<file path="config.mk">
export PLATFORM = sky130hd
export DESIGN_NAME = invmixcolumns
export DESIGN_NICKNAME = d
export VERILOG_FILES = /design/src/rtl/aes_pkg.sv /design/src/rtl/invmapcolumn.sv /design/src/rtl/invmixcolumns.sv
export SDC_FILE = /design/constraint.sdc
export NUM_CORES = 1
export LEC_CHECK = 0
export ABC_AREA = 1
export BUFFER_PORTS_ARGS = -buffer_cell sky130_fd_sc_hd__buf_4
export CORE_ASPECT_RATIO = 1.2
export CORE_MARGIN = 2
export CORE_UTILIZATION = 23
export CTS_BUF_LIST = sky130_fd_sc_hd__clkbuf_8
export DETAILED_ROUTE_END_ITERATION = 12
export PLACE_DENSITY = 0.41
export SKIP_CTS_REPAIR_TIMING = 1
export SYNTH_ARGS = -nofsm -noshare
export SYNTH_HDL_FRONTEND = slang
export SYNTH_SLANG_ARGS = --single-unit
</file>
<file path="constraint.sdc">
create_clock -name clk -period 2.9 [get_ports clk]
set_clock_uncertainty 0.05 [all_clocks]
set_input_delay 0.29 -clock clk [delete_from_list [all_inputs] [get_ports clk]]
set_output_delay 0.29 -clock clk [all_outputs]
set_load 0.02 [all_outputs]
</file>
<file path="src/rtl/aes_pkg.sv">
// -----------------------------------------------------------------------------
// aes_pkg
// Shared definitions for the AES round datapath (forward and inverse column
// mappers, multi-cycle column engines).
//   COL_W / BYTE_W : column and byte widths of the AES state
//   GF_RED         : low byte of the AES field polynomial 0x11B
//   state_t        : control states of the column-serial engines
//   xtime()        : multiply a field element by x (i.e. by 02)
// -----------------------------------------------------------------------------
package aes_pkg;

  localparam int COL_W  = 32;
  localparam int BYTE_W = 8;

  localparam logic [BYTE_W-1:0] GF_RED = 8'h1B;

  typedef enum logic [1:0] {
    IDLE = 2'd0,
    CALC = 2'd1,
    DONE = 2'd2
  } state_t;

  // Shift left by one bit and fold the overflowing x^8 term back into the
  // field using the reduction constant.
  function automatic logic [BYTE_W-1:0] xtime(input logic [BYTE_W-1:0] a);
    return {a[BYTE_W-2:0], 1'b0} ^ (a[BYTE_W-1] ? GF_RED : 8'h00);
  endfunction

endpackage

</file>
<file path="src/rtl/invmapcolumn.sv">
// -----------------------------------------------------------------------------
// invmapcolumn
// Purely combinational AES InvMixColumns mapping of a single 32-bit column.
//   col_in  : input column, byte s0 in bits [31:24] down to s3 in [7:0]
//   col_out : mapped column, same byte layout
// Each byte is multiplied by 09/0b/0d/0e using a shared xtime chain
// (x2, x4, x8) so only three xtime stages are built per byte.
// -----------------------------------------------------------------------------
module invmapcolumn
  import aes_pkg::*;
(
  input  logic [COL_W-1:0] col_in,
  output logic [COL_W-1:0] col_out
);

  logic [3:0][BYTE_W-1:0] s;
  logic [3:0][BYTE_W-1:0] x2;
  logic [3:0][BYTE_W-1:0] x4;
  logic [3:0][BYTE_W-1:0] x8;
  logic [3:0][BYTE_W-1:0] m09;
  logic [3:0][BYTE_W-1:0] m0b;
  logic [3:0][BYTE_W-1:0] m0d;
  logic [3:0][BYTE_W-1:0] m0e;

  // Index 0 is s0, the most significant byte of the column.
  for (genvar i = 0; i < 4; i++) begin : g_byte
    assign s[i]   = col_in[COL_W-1-BYTE_W*i -: BYTE_W];
    assign x2[i]  = xtime(s[i]);
    assign x4[i]  = xtime(x2[i]);
    assign x8[i]  = xtime(x4[i]);
    assign m09[i] = x8[i] ^ s[i];
    assign m0b[i] = x8[i] ^ x2[i] ^ s[i];
    assign m0d[i] = x8[i] ^ x4[i] ^ s[i];
    assign m0e[i] = x8[i] ^ x4[i] ^ x2[i];
  end

  // Circulant inverse matrix rows: 0e 0b 0d 09, rotated right per row.
  assign col_out = {
    m0e[0] ^ m0b[1] ^ m0d[2] ^ m09[3],
    m09[0] ^ m0e[1] ^ m0b[2] ^ m0d[3],
    m0d[0] ^ m09[1] ^ m0e[2] ^ m0b[3],
    m0b[0] ^ m0d[1] ^ m09[2] ^ m0e[3]
  };

endmodule

</file>
<file path="src/rtl/invmixcolumns.sv">
// -----------------------------------------------------------------------------
// invmixcolumns
// Column-serial AES InvMixColumns stage: one 128-bit state is captured, then
// its four columns are pushed through a single shared invmapcolumn, one per
// cycle, and the result is held until the downstream side takes it.
//   clk     : clock, all state changes on the rising edge
//   rst     : synchronous reset, active low
//   i_data  : input state, column c in bits [127-32c -: 32], s0 = MSB
//   i_valid : i_data valid
//   o_ready : block can accept (combinational from state and i_ready)
//   o_data  : transformed state, same layout as i_data
//   o_valid : o_data valid
//   i_ready : downstream accepts o_data
// Latency is four cycles from the accept edge to o_valid; in DONE a new
// block can be accepted in the same cycle the finished one leaves.
// -----------------------------------------------------------------------------
module invmixcolumns
  import aes_pkg::*;
(
  input  logic         clk,
  input  logic         rst,
  input  logic [127:0] i_data,
  input  logic         i_valid,
  output logic         o_ready,
  output logic [127:0] o_data,
  output logic         o_valid,
  input  logic         i_ready
);

  state_t             state;
  state_t             next_state;
  logic [1:0]         col;
  logic [127:0]       cap;
  logic [COL_W-1:0]   col_sel;
  logic [COL_W-1:0]   col_map;
  logic               accept;
  logic               out_xfer;

  assign accept   = i_valid && o_ready;
  assign out_xfer = o_valid && i_ready;

  // Select the captured column currently being worked on.
  always_comb begin
    col_sel = cap[127:96];
    case (col)
      2'd0: col_sel = cap[127:96];
      2'd1: col_sel = cap[95:64];
      2'd2: col_sel = cap[63:32];
      2'd3: col_sel = cap[31:0];
      default: col_sel = cap[127:96];
    endcase
  end

  invmapcolumn u_map (
    .col_in  (col_sel),
    .col_out (col_map)
  );

  // In DONE, readiness follows i_ready so that an output transfer and a new
  // input transfer can share one edge; otherwise i_valid is ignored there.
  always_comb begin
    next_state = state;
    o_ready    = 1'b0;
    case (state)
      IDLE: begin
        o_ready = 1'b1;
        if (i_valid) next_state = CALC;
      end
      CALC: begin
        if (col == 2'd3) next_state = DONE;
      end
      DONE: begin
        o_ready = i_ready;
        if (i_ready) next_state = i_valid ? CALC : IDLE;
      end
      default: next_state = IDLE;
    endcase
  end

  // Capture and accept never coincide with CALC, so the counter has a single
  // writer per cycle; the 2-bit counter wraps to 0 on the last column.
  always_ff @(posedge clk) begin
    if (!rst) begin
      state   <= IDLE;
      col     <= 2'd0;
      cap     <= '0;
      o_data  <= '0;
      o_valid <= 1'b0;
    end else begin
      state <= next_state;
      if (accept) begin
        cap <= i_data;
        col <= 2'd0;
      end
      if (state == CALC) begin
        case (col)
          2'd0: o_data[127:96] <= col_map;
          2'd1: o_data[95:64]  <= col_map;
          2'd2: o_data[63:32]  <= col_map;
          2'd3: o_data[31:0]   <= col_map;
          default: o_data[127:96] <= col_map;
        endcase
        col <= col + 2'd1;
      end
      if (state == CALC && col == 2'd3) begin
        o_valid <= 1'b1;
      end else if (out_xfer) begin
        o_valid <= 1'b0;
      end
    end
  end

endmodule

</file>
# ---- Yosys cells after proc, flatten, opt, wreduce, memory -nomap -nowiden
# Index checks and enable logic that the tools add are counted.
dict set report totals {
  regBits 261
  latch_bits 0
  ram_bits 0
  rom_bits 0
  in_bits 132
  output_inout_bits 130
  mem_count 0
}
dict set report classes {
  n_addsub 1
  mul 0
  div_mod_pow 0
  magnitude_cmp 0
  eq_ne 8
  n_shift 0
  mux 23
  bitwise 48
  reduce_logical 12
}
# cell count
set ops {}
lappend ops {{bitwise XOR 8 bit} 48}
lappend ops {{case mux 32 bit (4 select lines)} 1}
lappend ops {{2-to-1 mux 5 bit} 12}
lappend ops {{2-to-1 mux 2 bit} 5}
lappend ops {{AND reduction 2 bit} 4}
lappend ops {{equality test 2 bit, second input constant} 3}
lappend ops {{case mux 2 bit (3 select lines)} 1}
lappend ops {{equality test 2 x 1 -> 1 bit, second input constant} 2}
lappend ops {{logical NOT 2 bit} 2}
lappend ops {{!= test 2 bit, second input constant} 2}
lappend ops {{nonzero test 2 bit} 2}
lappend ops {{logical AND 1 bit} 3}
lappend ops {{2-to-1 mux 1 bit} 3}
lappend ops {{AND reduction 3 bit} 1}
lappend ops {{adder 2 x 1 -> 2 bit, second input constant} 1}
lappend ops {{!= test 2 x 1 -> 1 bit, second input constant} 1}
lappend ops {{case mux 1 bit (2 select lines)} 1}

# ---- Depth between registers and ports, before layout
dict set report depth {
  ltp_word 13
  mapped_depth 22
  ltp_nobuf 21
}

# ---- Hierarchy
# A second synthesis with hierarchy kept.
dict set report unflattened {
  cells_unflattened 2071
  area_unflattened_um2 14044.7
}
# mod n_inst cells_each area_each_um2 seq_area_each_um2
set by_module_without_submodules {}
lappend by_module_without_submodules {invmixcolumns 1 1350 10198.5 5225.0}
lappend by_module_without_submodules {invmapcolumn 1 721 3846.2 0.0}

# ---- Worst setup path after synthesis
# OpenSTA, ideal clock, no wires.
dict set report synth_path {
  path_kind {register to register}
  startpoint {reg col[0]}
  endpoint {reg o_data[102]}
  setup_ps 109
  t_arrival_ps 2343
  t_required_ps 2741
  path_slack_ps 399
  path_stages_with_launch 20
  period_less_slack_ps 2501
  cell_sequence {dfxtp_1 -> inv_1 -> ha_1 -> inv_2 -> buf_6 -> buf_6 -> buf_8 -> o21ai_1 -> o21bai_1 -> buf_4 -> nand2_1 -> nand2_1 -> xor2_1 -> inv_1 -> nand2_1 -> nand2_1 -> nand2_1 -> nand3_1 -> nand2_1 -> inv_1}
}
dict set report synth_between {
  elab_chain_cells 11
}
# element line_no
set synth_rtl {}
lappend synth_rtl {{start, declared} invmixcolumns.sv:32} ;# logic [1:0] col;
lappend synth_rtl {{start signal, assigned} invmixcolumns.sv:103} ;# col <= col + 2'd1;
lappend synth_rtl {{equality test 2 bit, or another cell as far along} invmixcolumns.sv:45} ;# case (col)
lappend synth_rtl {{case mux 32 bit (4 select lines)} invmixcolumns.sv:45}
lappend synth_rtl {{2-to-1 mux 5 bit} aes_pkg.sv:26} ;# return {a[BYTE_W-2:0], 1'b0} ^ (a[BYTE_W-1] ? GF_RED : 8'h00);
lappend synth_rtl {{bitwise XOR 8 bit (3 in a row)} aes_pkg.sv:26}
lappend synth_rtl {{bitwise XOR 8 bit (on tied branches) (2 in a row)} {invmapcolumn.sv:32, invmapcolumn.sv:33}}
lappend synth_rtl {{bitwise XOR 8 bit (3 in a row)} invmapcolumn.sv:42} ;# m0b[0] ^ m0d[1] ^ m09[2] ^ m0e[3]
lappend synth_rtl {{end signal, assigned} invmixcolumns.sv:97} ;# 2'd0: o_data[127:96] <= col_map;
lappend synth_rtl {{end signal, assigned} invmixcolumns.sv:101} ;# default: o_data[127:96] <= col_map;
lappend synth_rtl {{end, declared} invmixcolumns.sv:25} ;# output logic [127:0] o_data,
# Parallel ways exist; a longest one is shown, timed or not.
# A chain may end at the register's enable or synchronous reset.

# ---- Worst setup path after layout
dict set report layout_path {
  startpoint {reg col[0]}
  endpoint {reg o_data[50]}
}
dict set report layout_between {
  elab_chain_cells 11
}
# element line_no
set layout_rtl {}
lappend layout_rtl {{equality test 2 bit, or another cell as far along} invmixcolumns.sv:45}
lappend layout_rtl {{case mux 32 bit (4 select lines)} invmixcolumns.sv:45}
lappend layout_rtl {{2-to-1 mux 5 bit / bitwise XOR 8 bit (equally long branches)} aes_pkg.sv:26}
lappend layout_rtl {{bitwise XOR 8 bit / 2-to-1 mux 5 bit (equally long branches)} aes_pkg.sv:26}
lappend layout_rtl {{bitwise XOR 8 bit (2 in a row)} aes_pkg.sv:26}
lappend layout_rtl {{bitwise XOR 8 bit (2 in a row)} invmapcolumn.sv:34} ;# assign m0e[i] = x8[i] ^ x4[i] ^ x2[i];
lappend layout_rtl {{bitwise XOR 8 bit (3 in a row)} invmapcolumn.sv:40} ;# m09[0] ^ m0e[1] ^ m0b[2] ^ m0d[3],
lappend layout_rtl {{end signal, assigned} invmixcolumns.sv:99} ;# 2'd2: o_data[63:32] <= col_map;
# Parallel ways exist; a longest one is shown, timed or not.

==> impl_metrics.py <==
metrics = {
    "worst_setup_path": {
        "critPathMaxFanout": 6,
        "r2r_cells": 17,
        "cp-start-kind": "flop",
        "r2r-end": "o_data[50]$_SDFFE_PN0P_",
        "cp.arrival_ns": 3.39,
        "rrSetupSlack_ns": 0.005,
        "crit_required_ns": 3.39,
        "reg2reg_from": "col[0]$_SDFFE_PN0P_",
        "critPathLaunch": "col[0]$_SDFFE_PN0P_",
        "crit_path_end_kind": "flop",
        "path_class": "reg -> reg",
    },
    "global_routing": {
        "use_met2_pct": 36.6,
        "track_usage_pct": 20.4,
        "grt_pass1_vias": 16148,
        "grt_pass1_wl_um": 104000,
        "busiest_layer": "met2",
        "grtUsageMet3_pct": 2.58,
        "grt_max_degree": 106,
        "grtUsageMet1_pct": 24.3,
        "grt_overflow": 0,
        "antenna_found_initial": 1,
    },
    "sta": {
        "finalCriticalPeriod_ns": 2.89,
        "finalHoldViolCount": 0,
        "rsz0062_at_grt": "true",
        "worstMarginPinSlew_ns": 0.638,
        "fmax_mhz": 345,
        "final-setup-viol-count": 0,
        "post-route-period-util_pct": 99.8,
        "setup_tns_ns": 0,
        "max_slew_margin_pct": 57.4,
        "drv_slew": 0,
    },
    "die": {
        "num_rows": 103,
        "chipHeight_um": 285,
        "initial_core_util_pct": 23.1,
        "ios": 262,
        "fp.dieW_um": 238,
        "dieArea_um2": 68000,
        "core_um2": 65500,
    },
    "layout": {
        "syn2layout_area_growth_pct": 69.0,
        "nets": 3110,
        "design_area_um2": 25600,
        "nFillCells": 6865,
        "drive_gt1_share_pct": 39.3,
    },
    "placement": {
        "hpwl_um": 57900,
        "port_buffers": 261,
        "place_area_um2": 20300,
        "gp_congestion": 0.908,
    },
    "logic_synthesis": {
        "synth_area_um2": 15200,
        "synth_area_leaders": "dfxtp_1, nand2_1, nand3_1",
        "syn_inst": 2299,
        "synth_fp_nets": 2436,
        "syn_avg_cell_area_um2": 6.59,
        "synth_top_area_share_pct": 34.5,
        "synth_commonest_cells": "nand2_1, nand3_1, dfxtp_1",
        "synth_edf_count": 0,
        "synth_ff_type": "dfxtp_1",
        "yosysSeqAreaShare_pct": 34.5,
        "synthArstFlopShare_pct": 0,
        "yosysTopAreaCell": "dfxtp_1",
        "yosysMostFrequentCell": "nand2_1",
        "ys_ff_latch": 261,
        "synth_cell_types": 43,
        "yosysWarnings": 0,
    },
    "cts": {
        "ctsHtreeMaxLevel": 2,
        "clk_pin_slew_ns": 0.06,
        "clk_latency_ns": 0.64,
        "cts_sinks": 261,
        "cts_inserted_buffers": 47,
        "root_buffer": "clkbuf_8",
        "cts_buffer_depth": 3,
        "tritoncts": "yes",
    },
    "run": {
        "drv_cap": 0,
    },
    "detailed_routing": {
        "wire_per_inst_um": 19.0,
        "ant_nets": 0,
        "drtIter0Drc": 920,
        "num_vias": 17302,
        "dr.pass1.iters": 6,
        "finalWirelength_um": 73200,
        "viasPerCell": 4.50,
        "drc": 0,
    },
    "power_and_ir_drop": {
        "ir_drop_mv": 0.290,
        "power_density_nw_per_um2": 719,
        "leakagePower_nw": 12.1,
    },
    "outcome": {
        "status": "completed",
    },
    "worst_hold_path": {
        "hold_depth": 3,
        "hold_class": "in -> reg",
        "hold_start": "i_data[69]",
        "whs_endpoint": "cap[69]$_SDFFE_PN0P_",
    },
}
==> per-stage QoR <==
step / power (W) / hold slack (ns) / utilization, % / std cells / worst slack, ns
4_1_cts: 0.0163 / -0.162 / 32.5 / 3663 / -0.460
2_1_floorplan: 0.00839 / 0.375 / - / 2299 / 0.399
5_1_grt: 0.0196 / 0.0279 / 39.1 / 3846 / -0.125
6_report: 0.0184 / 0.0232 / 39.1 / 3846 / 0.00509
3_3_place_gp: 0.0126 / 0.391 / 31.0 / 3582 / -0.405
3_5_place_dp: 0.0126 / 0.397 / 31.0 / 3582 / -0.411
==> worst max-delay path, cell delays in order, from the launching register on <==
cell	delay, ns
dfxtp_4	0.37
inv_6	0.08
ha_4	0.17
buf_12	0.13
clkinvlp_4	0.17
o21ai_4	0.23
buf_6	0.13
buf_12	0.09
o21bai_4	0.09
buf_6	0.14
xor2_2	0.14
xor2_1	0.26
xor2_2	0.25
buf_4	0.16
inv_1	0.04
nand2_2	0.07
nand2_4	0.08
a21oi_2	0.13
==> state kept, by name (all words and copies together) (netlist names) <==
name,count
o_data,128
cap,128
state,2
col,2
o_valid,1
==> layout by cell type, fill, tap and decap left out, types with 8 or more instances in the layout <==
master,count
nor2_2,25
buf_12,36
o21ai_1,8
clkbuf_8,60
nor2_4,18
xnor2_1,10
buf_6,44
nand3_4,8
nand2_1,595
o21a_1,80
inv_1,183
dfxtp_1,259
inv_2,13
nor2_1,30
xor2_4,12
a21oi_2,16
buf_4,520
xor2_1,32
dlygate4sd3_1,127
xor2_2,34
a21oi_1,166
nand3_1,234
nand2_2,170
o21bai_1,12
nand2_8,8
nand2_4,73
o21bai_4,11
xnor2_2,11
nand3_2,57
o21ai_0,73
==> logic make-up after synthesis <==
group / count (synthesis) / synth area share (%)
compound gates: 389 / 16.1
xor+xnor: 102 / 6.19
fa+ha+maj: 5 / 0.413
buf+inv: 306 / 8.18
flops: 261 / 34.5
simple gates: 1236 / 34.7
==> cell type report <==
| class | instances | area (um^2) | share of cell area [%] |
|---|---|---|---|
| multi-input cells | 1732 | 11000 | 42.9 |
| repair buffers | 737 | 6600 | 25.8 |
| flip-flops and latches | 261 | 5230 | 20.4 |
| well taps | 840 | 1050 | 4.10 |
| clock buffers | 60 | 826 | 3.22 |
| inverters | 194 | 756 | 2.95 |
| clock inverters | 21 | 154 | 0.601 |
| diodes | 1 | 2.50 | 0.00977 |
==> per-layer routing <==
metal	share of wire, %	vias up
li1	-	8713
met2	51	423
met4	4.2	0
met1	41	8060
met3	3.8	106
met5	0	-
==> worst max path at each step <==
stage | end | slack [ns]
finish | o_data[50]$_SDFFE_PN0P_ | 0.005
floorplan | o_data[102]$_SDFFE_PN0P_ | 0.40
detailed placement | o_data[18]$_SDFFE_PN0P_ | -0.41
CTS | o_data[18]$_SDFFE_PN0P_ | -0.46
global placement | o_data[114]$_SDFFE_PN0P_ | -0.40
global route | o_data[50]$_SDFFE_PN0P_ | -0.12
==> where the power goes <==
group	internal (W)	switching (W)
Combinational	0.00447	0.00632
Sequential	0.00381	0.000147
Clock	0.00203	0.00163
Total	0.0103	0.00811
Power figures use the tool's default switching activity.
